## config.mk

```make
export PLATFORM = sky130hd
export DESIGN_NAME = core_avalon_bridge
export DESIGN_NICKNAME = d
export VERILOG_FILES = /design/src/rtl/core_avalon_pkg.sv /design/src/rtl/core_avalon_rd_tracker.sv /design/src/rtl/core_avalon_bridge.sv
export SDC_FILE = /design/constraint.sdc
export NUM_CORES = 1
export LEC_CHECK = 0
export ABC_CLOCK_PERIOD_IN_PS = 2700
export CAP_MARGIN = 20
export CORE_MARGIN = 2
export CORE_UTILIZATION = 30
export DETAILED_ROUTE_END_ITERATION = 6
export HOLD_SLACK_MARGIN = 0.1
export PLACE_DENSITY = 0.93
export SKIP_CTS_REPAIR_TIMING = 1
export SYNTH_ARGS = -nofsm -noshare
export SYNTH_HDL_FRONTEND = slang
export SYNTH_SLANG_ARGS = --single-unit
```

## constraint.sdc

```tcl
create_clock -name clk -period 2.7 [get_ports clk]
set_clock_uncertainty 0.2 [all_clocks]
set_input_delay 0.27 -clock clk [delete_from_list [all_inputs] [get_ports clk]]
set_output_delay 0.27 -clock clk [all_outputs]
set_load 0.02 [all_outputs]
```

## src/rtl/core_avalon_pkg.sv

```systemverilog
// -----------------------------------------------------------------------------
// core_avalon_pkg
// Shared definitions for the core request/grant/rvalid to Avalon-MM bridge:
//   - Avalon response codes (avm_response encoding)
//   - response-kind enum used by the bridge's response register
//   - counter-width helper for the outstanding-read counter
// Optional feature macro used by the bridge: CORE_AVALON_BRIDGE_RESPONSE_EN
// -----------------------------------------------------------------------------
package core_avalon_pkg;

  localparam logic [1:0] AVM_RESP_OKAY      = 2'b00;
  localparam logic [1:0] AVM_RESP_RESERVED  = 2'b01;
  localparam logic [1:0] AVM_RESP_SLVERR    = 2'b10;
  localparam logic [1:0] AVM_RESP_DECODEERR = 2'b11;

  typedef enum logic [1:0] {
    RSP_NONE  = 2'd0,
    RSP_WRITE = 2'd1,
    RSP_READ  = 2'd2
  } rsp_kind_e;

  // The counter must hold 0..max_outstanding inclusive.
  function automatic int cnt_width(input int max_outstanding);
    return $clog2(max_outstanding + 1);
  endfunction

endpackage

```

## src/rtl/core_avalon_rd_tracker.sv

```systemverilog
// -----------------------------------------------------------------------------
// core_avalon_rd_tracker
// Counts Avalon reads in flight and flags readdatavalid arriving with nothing
// outstanding.
// Ports:
//   clk, rst        clock, asynchronous active-high reset
//   rd_accept       a read command was accepted by the slave this cycle
//   rdv             avm_readdatavalid
//   full            rd_cnt == MAX_OUTSTANDING (from the registered count)
//   idle            rd_cnt == 0
//   rsp_read        rdv matched an outstanding read this cycle
//   protocol_err_o  sticky: rdv seen with rd_cnt == 0
// -----------------------------------------------------------------------------
module core_avalon_rd_tracker
  import core_avalon_pkg::*;
#(
  parameter int MAX_OUTSTANDING = 4
) (
  input  logic clk,
  input  logic rst,
  input  logic rd_accept,
  input  logic rdv,
  output logic full,
  output logic idle,
  output logic rsp_read,
  output logic protocol_err_o
);

  localparam int CNT_W = cnt_width(MAX_OUTSTANDING);

  logic [CNT_W-1:0] rd_cnt_q, rd_cnt_d;
  logic             err_q, err_d;

  assign full     = (rd_cnt_q == CNT_W'(MAX_OUTSTANDING));
  assign idle     = (rd_cnt_q == '0);
  assign rsp_read = rdv & ~idle;

  always_comb begin
    rd_cnt_d = rd_cnt_q;
    err_d    = err_q | (rdv & idle);
    // Accept and response in the same cycle cancel out.
    if (rd_accept && !rsp_read) begin
      rd_cnt_d = rd_cnt_q + CNT_W'(1);
    end else if (!rd_accept && rsp_read) begin
      rd_cnt_d = rd_cnt_q - CNT_W'(1);
    end
  end

  always_ff @(posedge clk or posedge rst) begin
    if (rst) begin
      rd_cnt_q <= '0;
      err_q    <= 1'b0;
    end else begin
      rd_cnt_q <= rd_cnt_d;
      err_q    <= err_d;
    end
  end

  assign protocol_err_o = err_q;

endmodule

```

## src/rtl/core_avalon_bridge.sv

```systemverilog
// -----------------------------------------------------------------------------
// core_avalon_bridge
// Converts a core request/grant/rvalid port into a pipelined Avalon-MM master.
// Reads may be pipelined up to MAX_OUTSTANDING deep; writes are only issued
// when no read is in flight, so at most one response is produced per cycle
// and responses stay in order. Writes get a locally generated rvalid.
//
// Handshakes: core_req is held with stable attributes until core_gnt; a
// transfer happens in the cycle where core_req and core_gnt are both high.
// avm_read/avm_write are held while avm_waitrequest is high; the command is
// accepted in the cycle where it is asserted with avm_waitrequest low, which
// is exactly the core_gnt cycle.
//
// Ports:
//   clk, rst                     clock, asynchronous active-high reset
//   core_req/gnt/addr/we/be/wdata  core request side
//   core_rvalid/rdata            registered response, one per transaction
//   avm_*                        Avalon-MM master
//   protocol_err_o               sticky: readdatavalid with no read pending
// Optional (macro CORE_AVALON_BRIDGE_RESPONSE_EN):
//   avm_response[1:0] input, core_err output registered with core_rvalid.
// -----------------------------------------------------------------------------
module core_avalon_bridge
  import core_avalon_pkg::*;
#(
  parameter int ADDR_WIDTH      = 32,
  parameter int DATA_WIDTH      = 32,
  parameter int MAX_OUTSTANDING = 4
) (
  input  logic                    clk,
  input  logic                    rst,
  input  logic                    core_req,
  output logic                    core_gnt,
  input  logic [ADDR_WIDTH-1:0]   core_addr,
  input  logic                    core_we,
  input  logic [DATA_WIDTH/8-1:0] core_be,
  input  logic [DATA_WIDTH-1:0]   core_wdata,
  output logic                    core_rvalid,
  output logic [DATA_WIDTH-1:0]   core_rdata,
  output logic [ADDR_WIDTH-1:0]   avm_address,
  output logic                    avm_read,
  output logic                    avm_write,
  output logic [DATA_WIDTH/8-1:0] avm_byteenable,
  output logic [DATA_WIDTH-1:0]   avm_writedata,
  input  logic                    avm_waitrequest,
  input  logic [DATA_WIDTH-1:0]   avm_readdata,
  input  logic                    avm_readdatavalid,
`ifdef CORE_AVALON_BRIDGE_RESPONSE_EN
  input  logic [1:0]              avm_response,
  output logic                    core_err,
`endif
  output logic                    protocol_err_o
);

  logic rd_full, rd_idle, rsp_read;
  logic issue_ok, rd_accept;
  rsp_kind_e rsp_kind;

  logic                  core_rvalid_q, core_rvalid_d;
  logic [DATA_WIDTH-1:0] core_rdata_q, core_rdata_d;

  // Byte offset is dropped: Avalon sees word-aligned addresses.
  logic unused_addr_lo;
  assign unused_addr_lo = ^core_addr[1:0];

  // A write behind outstanding reads would produce a second response in the
  // same cycle as a returning read, so it waits for the read counter to drain.
  assign issue_ok  = core_req & ~rd_full & ~(core_we & ~rd_idle);
  assign avm_read  = issue_ok & ~core_we;
  assign avm_write = issue_ok & core_we;
  assign core_gnt  = issue_ok & ~avm_waitrequest;
  assign rd_accept = avm_read & ~avm_waitrequest;

  assign avm_address    = core_req ? {core_addr[ADDR_WIDTH-1:2], 2'b00} : '0;
  assign avm_byteenable = core_req ? core_be : '0;
  assign avm_writedata  = core_req ? core_wdata : '0;

  core_avalon_rd_tracker #(
    .MAX_OUTSTANDING (MAX_OUTSTANDING)
  ) u_rd_tracker (
    .clk            (clk),
    .rst            (rst),
    .rd_accept      (rd_accept),
    .rdv            (avm_readdatavalid),
    .full           (rd_full),
    .idle           (rd_idle),
    .rsp_read       (rsp_read),
    .protocol_err_o (protocol_err_o)
  );

  // Write grant and read response are mutually exclusive by construction.
  always_comb begin
    rsp_kind = RSP_NONE;
    if (avm_write && !avm_waitrequest) begin
      rsp_kind = RSP_WRITE;
    end else if (rsp_read) begin
      rsp_kind = RSP_READ;
    end
  end

  always_comb begin
    core_rvalid_d = (rsp_kind != RSP_NONE);
    core_rdata_d  = core_rdata_q;
    case (rsp_kind)
      RSP_READ:  core_rdata_d = avm_readdata;
      RSP_WRITE: core_rdata_d = '0;
      default:   core_rdata_d = core_rdata_q;
    endcase
  end

  always_ff @(posedge clk or posedge rst) begin
    if (rst) begin
      core_rvalid_q <= 1'b0;
      core_rdata_q  <= '0;
    end else begin
      core_rvalid_q <= core_rvalid_d;
      core_rdata_q  <= core_rdata_d;
    end
  end

  assign core_rvalid = core_rvalid_q;
  assign core_rdata  = core_rdata_q;

`ifdef CORE_AVALON_BRIDGE_RESPONSE_EN
  logic core_err_q, core_err_d;

  assign core_err_d = (rsp_kind == RSP_READ) && (avm_response != AVM_RESP_OKAY);

  always_ff @(posedge clk or posedge rst) begin
    if (rst) begin
      core_err_q <= 1'b0;
    end else begin
      core_err_q <= core_err_d;
    end
  end

  assign core_err = core_err_q;
`endif

endmodule

```

---- Word-level counts from Yosys, hierarchy flattened ----
Index checks and enable logic that the tools add are counted.
word-level totals
  bits in registers ....................... 37
  input bits .............................. 106
  output and inout bits ................... 105
  word-level logic and storage cells ...... 42
cells by class
  add/sub/neg operators ................... 2
  eq/ne operators ......................... 3
  multiplexer cells ....................... 8
  bitwise gates (word level) .............. 15
  reductions and logical operators ........ 10
operator list
  cell                                                 count
  2-to-1 mux 32 bit                                    2
  one-hot mux 32 bit (2 select lines)                  1
  AND 1 bit                                            9
  2-to-1 mux 3 bit                                     2
  nonzero test 2 bit                                   3
  inverter 1 bit                                       5
  2-to-1 mux 2 bit                                     2
  2-to-1 mux 4 bit                                     1
  adder 3 x 1 -> 3 bit, second input constant          1
  equality test 3 bit, second input constant           1
  logical AND 1 bit                                    3
  zero test 1 bit                                      3
  zero test 3 bit                                      1
  subtractor 3 x 1 -> 3 bit, second input constant     1
  equality test 2 x 1 -> 1 bit, second input constant  1
  equality test 2 bit, second input constant           1
  bitwise OR 1 bit                                     1

---- Logic depth before layout (Yosys ltp) ----
Gate-level depths: netlist of run 1.
  word-level depth ........................ 11
  depth in mapped cells ................... 10
  gate-level depth less buffers ........... 9

---- Modules after synthesis ----
A second synthesis of run 1 with hierarchy kept.
second synthesis, totals
  cells, all modules ...................... 212
  area total of the unflattened synthesis .. 2145.8 µm²
by module, submodules not included
  module                  instances  cells each  area each (µm²)  seq. area each (µm²)
  core_avalon_bridge      1          194         1926.8           825.8
  core_avalon_rd_tracker  1          18          219.0            100.1

---- Least setup slack after synthesis of run 1 ----
OpenSTA, ideal clock, no wires.
  path kind ............................... register -> register
  from .................................... register u_rd_tracker.rd_cnt_q[2]
  to ...................................... register u_rd_tracker.rd_cnt_q[2]
  library setup time ...................... 79 ps
  arrival time ............................ 2305 ps
  data required time ...................... 2421 ps
  path slack .............................. 115 ps
  stages on the path, launching flop included .. 10
  buffers on the path ..................... 0
  period minus slack after synthesis ...... 2585 ps
  path through ............................ dfrtp_1 nor3b_1 nor3b_1 nor2b_1 ha_1 inv_1 fa_1 xor2_1 nor2_1 xor2_1
between the ends
  longest elaborated chain between the ends .. 10
  elaborated cells on any way between the ends .. 20
  classes of those cells .................. 2 x add/sub; 1 x eq/ne; 2 x mux; 9 x bitwise; 6 x reduce/logical
ends and longest elaborated chain
  what                          RTL line                      source
  start: declaration            core_avalon_rd_tracker.sv:31  logic [CNT_W-1:0] rd_cnt_q, rd_cnt_d;
  start signal: assignment      core_avalon_rd_tracker.sv:54  rd_cnt_q <= rd_cnt_d;
  zero test 3 bit               core_avalon_rd_tracker.sv:35  assign idle = (rd_cnt_q == '0);
  inverter 1 bit                core_avalon_bridge.sv:68      assign issue_ok = core_req & ~rd_full & ~(core_we & ~rd_idle);
  AND 1 bit                     core_avalon_bridge.sv:68
  inverter 1 bit                core_avalon_bridge.sv:68
  AND 1 bit *                   core_avalon_bridge.sv:68
  AND 1 bit *                   core_avalon_bridge.sv:69      assign avm_read = issue_ok & ~core_we;
  via avm_read                  core_avalon_bridge.sv:41      output logic avm_read,
  AND 1 bit *                   core_avalon_bridge.sv:72      assign rd_accept = avm_read & ~avm_waitrequest;
  zero test 1 bit               core_avalon_rd_tracker.sv:44  end else if (!rd_accept && rsp_read) begin
  logical AND 1 bit             core_avalon_rd_tracker.sv:44
  nonzero test 2 bit (no line)  -
Mark *: on every way through the listed nets, which the timed path passes. The rest lies on a longest branch. The select of a mux whose other input is x is not followed.
A chain may end at the register's enable or synchronous reset.

---- Worst setup path after layout of run 1 ----
  from .................................... input core_req
  to ...................................... output core_gnt
between the ends
  longest elaborated chain between the ends .. 3
ends and longest elaborated chain
  what                    RTL line                  source
  start: declaration      core_avalon_bridge.sv:32  input logic core_req,
  AND 1 bit (2 in a row)  core_avalon_bridge.sv:68
  AND 1 bit               core_avalon_bridge.sv:71  assign core_gnt = issue_ok & ~avm_waitrequest;
  end: declaration        core_avalon_bridge.sv:33  output logic core_gnt,
No other way between the ends.

==> results of run 1 <==
## placed cells by master, fill, tap and decap left out, types with 2 or more instances in the layout
master / instances
diode_2: 2
xor2_1: 2
clkinv_2: 2
nor2_1: 2
inv_1: 3
conb_1: 2
dfrtp_1: 37
nand2_1: 65
a21oi_2: 12
clkbuf_8: 5
nor3b_1: 2
a21oi_1: 20
buf_4: 4
and2_1: 66
clkdlybuf4s50_1: 206
## final cells by class
cell class / count / area (µm²) / share of cell area
timing repair buffer: 211 / 2110 / 0.491
multi-input combinational: 183 / 1030 / 0.240
sequential: 37 / 926 / 0.215
tap: 96 / 120 / 0.0279
clock buffer: 5 / 68.8 / 0.0160
clock inverter: 3 / 17.5 / 0.00408
inverter: 4 / 15.0 / 0.00349
antenna: 2 / 5.00 / 0.00116
## cells in the mapped netlist (all sizes together)
cell | count | share of area
nor2 | 2 | 0.0035
xnor2 | 1 | 0.0041
nor4bb | 1 | 0.0047
or2 | 1 | 0.0029
or3 | 1 | 0.0053
ha | 1 | 0.0059
dlymetal6s2s | 1 | 0.0059
o31a | 1 | 0.0041
inv | 4 | 0.0071
xor2 | 2 | 0.0082
a21oi | 32 | 0.097
nor3 | 1 | 0.0077
clkbuf | 10 | 0.032
o21ai | 1 | 0.0024
fa | 1 | 0.0094
nor3b | 2 | 0.0071
nand2 | 65 | 0.11
mux2 | 1 | 0.0053
nor2b | 1 | 0.0029
buf | 8 | 0.035
dfrtp | 37 | 0.44
and2 | 66 | 0.19
o21bai | 1 | 0.0035
conb | 1 | 0.0018
## metrics by stage
step	hold WS, ns	util	instance area, µm²	instances
after floorplan	0.198	-	2130	243
after global placement	0.260	0.616	4210	531
after detailed placement	0.266	0.616	4210	531
after CTS	0.219	0.628	4290	539
after global routing	0.239	0.629	4300	541
final	0.207	0.629	4300	541
## metal layers
| layer | track usage | wire length [µm] | vias to the layer above |
|---|---|---|---|
| li1 | - | - | 1153 |
| met1 | 0.238 | 3080 | 1060 |
| met4 | 0.0895 | 232 | 0 |
| met5 | 0 | 0 | - |
| met3 | 0.0631 | 704 | 12 |
| met2 | 0.351 | 4050 | 126 |
## state kept, by name (all words and copies together) (netlist names)
register,flops
core_rdata,32
u_rd_tracker.rd_cnt_q,3
core_rvalid,1
u_rd_tracker.protocol_err_o,1
## worst reg2reg max path, delay by kind of cell (launching register included)
kind,cells,cell delay (ns)
simple gates,4,0.75
fa+ha+maj,2,0.56
flops,1,0.43
xor+xnor,2,0.32
buf+inv,1,0.06
## power breakdown
part | switching (mW) | internal (mW)
clock network | 0.196 | 0.178
registers | 0.134 | 0.762
logic | 0.714 | 0.748
## worst max-delay path by stage
stage	from	to
final	core_req	core_gnt
after global routing	core_req	core_gnt
after CTS	core_req	core_gnt
after detailed placement	core_req	u_rd_tracker.rd_cnt_q[2]$_DFFE_PP0P_
after global placement	core_req	u_rd_tracker.rd_cnt_q[2]$_DFFE_PP0P_
after floorplan	u_rd_tracker.rd_cnt_q[2]$_DFFE_PP0P_	u_rd_tracker.rd_cnt_q[2]$_DFFE_PP0P_
## cells by family (layout without fill, tap and decap cells)
group,after synthesis,count (layout),synth area share
flip-flops,37,37,0.436
other,1,4,0.00177
AO/OA/AOI/OAI,35,35,0.107
multiplexers,1,1,0.00530
XOR/XNOR,3,3,0.0124
buffers and inverters,23,223,0.0795
AND/OR/NAND/NOR,140,140,0.343
adder cells (fa/ha/maj),2,2,0.0153
==> reports/metrics.cfg, run 1 <==
[sta]
drv_slew=0
rsz0062_at_grt=no
timing.final.crit_period_ns=2.55
layout_setup_ws_ns=0.148
hold_viol=0
period_share=0.945
setup_viol=0
finalSetupTns_ns=0
max_freq_mhz=392

[die]
dieWidth_um=88.2
die_h_um=88.2
die-area_mm2=0.00777
core_area_mm2=0.00683
row_count=30
initial_utilization=0.311
ios=211

[critical_path]
slowest_stage=clkdlybuf4s50_1
crit_buf_inv=3
max_stage_delay_ns=0.69
cp_data_required_time_ns=2.23
path_class=primary input to output pin
crit_path_end_kind=output pin
path_delay_family=buffers and inverters
r2r_start=u_rd_tracker.rd_cnt_q[2]$_DFFE_PP0P_
rrSetupSlack_ns=0.32
timing.rr.end=u_rd_tracker.rd_cnt_q[2]$_DFFE_PP0P_
start_kind=primary input
arrival_ns=2.08
r2r_cells=9
worstPathCellList=clkdlybuf4s50_1 > buf_12 > nor4bb_1 > clkdlybuf4s50_1
path_depth=4
path_common_cell=clkdlybuf4s50_1
crit_path_max_fanout=68

[pwr]
ir_drop_uv=240
p_leak_nw=1.75
total_power_mw=2.73
powerDensity_mw_per_mm2=635

[cts]
clock_tree.root_cell=clkbuf_8
path_clk_slew_ns=0.07
h-tree-depth=2
cts_sinks=37
clk_path_buf_depth=2
cts_tree=done
clkLatencyLatePin_ns=0.28
cts_buffers=5

[placement]
pre_cts_slack_ns=0.0577
hpwlAfterDp_um=6390
gp_congestion=0.784
port_buffers=206

[route]
wl_per_cell_um=14.9
dr.first_iter.drc_count=96
via_per_inst=4.35
drtAntennaViolNets=0
routed_wl_um=8060
drtPass1Iterations=4
drc=0
vias=2351

[status]
status=completed

[global_route]
grt_overflow=0
antenna_found_initial=2
grt_pass1_vias=2374
grt_pass1_wl_um=12100
grt_max_degree=69
grt_usage=0.206

[layout]
fin_nets=550
fill_cells=589
syn2layout_area_growth_pct=102
drive_gt1_frac=0.0677

[synthesis]
yosys_warnings=0
synth_area_per_cell_um2=8.78
ys_ff_latch=37
syn_inst=242
seq_area_frac_synth=0.436
synthesis.area_mm2=0.00212
synth_cell_types=30

[run]
cap_viol_max_count=0

[worst_hold_path]
holdCritPathClass=primary input to async pin

No activity file was read; power rests on OpenSTA's default activity.
==> run 2, diff against run 1 <==
--- a/config.mk
+++ b/config.mk
@@ -10,9 +10,11 @@
 export CORE_MARGIN = 2
 export CORE_UTILIZATION = 30
 export DETAILED_ROUTE_END_ITERATION = 6
+export GPL_ROUTABILITY_DRIVEN = 0
 export HOLD_SLACK_MARGIN = 0.1
 export PLACE_DENSITY = 0.93
 export SKIP_CTS_REPAIR_TIMING = 1
 export SYNTH_ARGS = -nofsm -noshare
 export SYNTH_HDL_FRONTEND = slang
 export SYNTH_SLANG_ARGS = --single-unit
+export TNS_END_PERCENT = 50
==> results of run 2 <==
Final layout, timing and power as in run 1 (identical DEF).
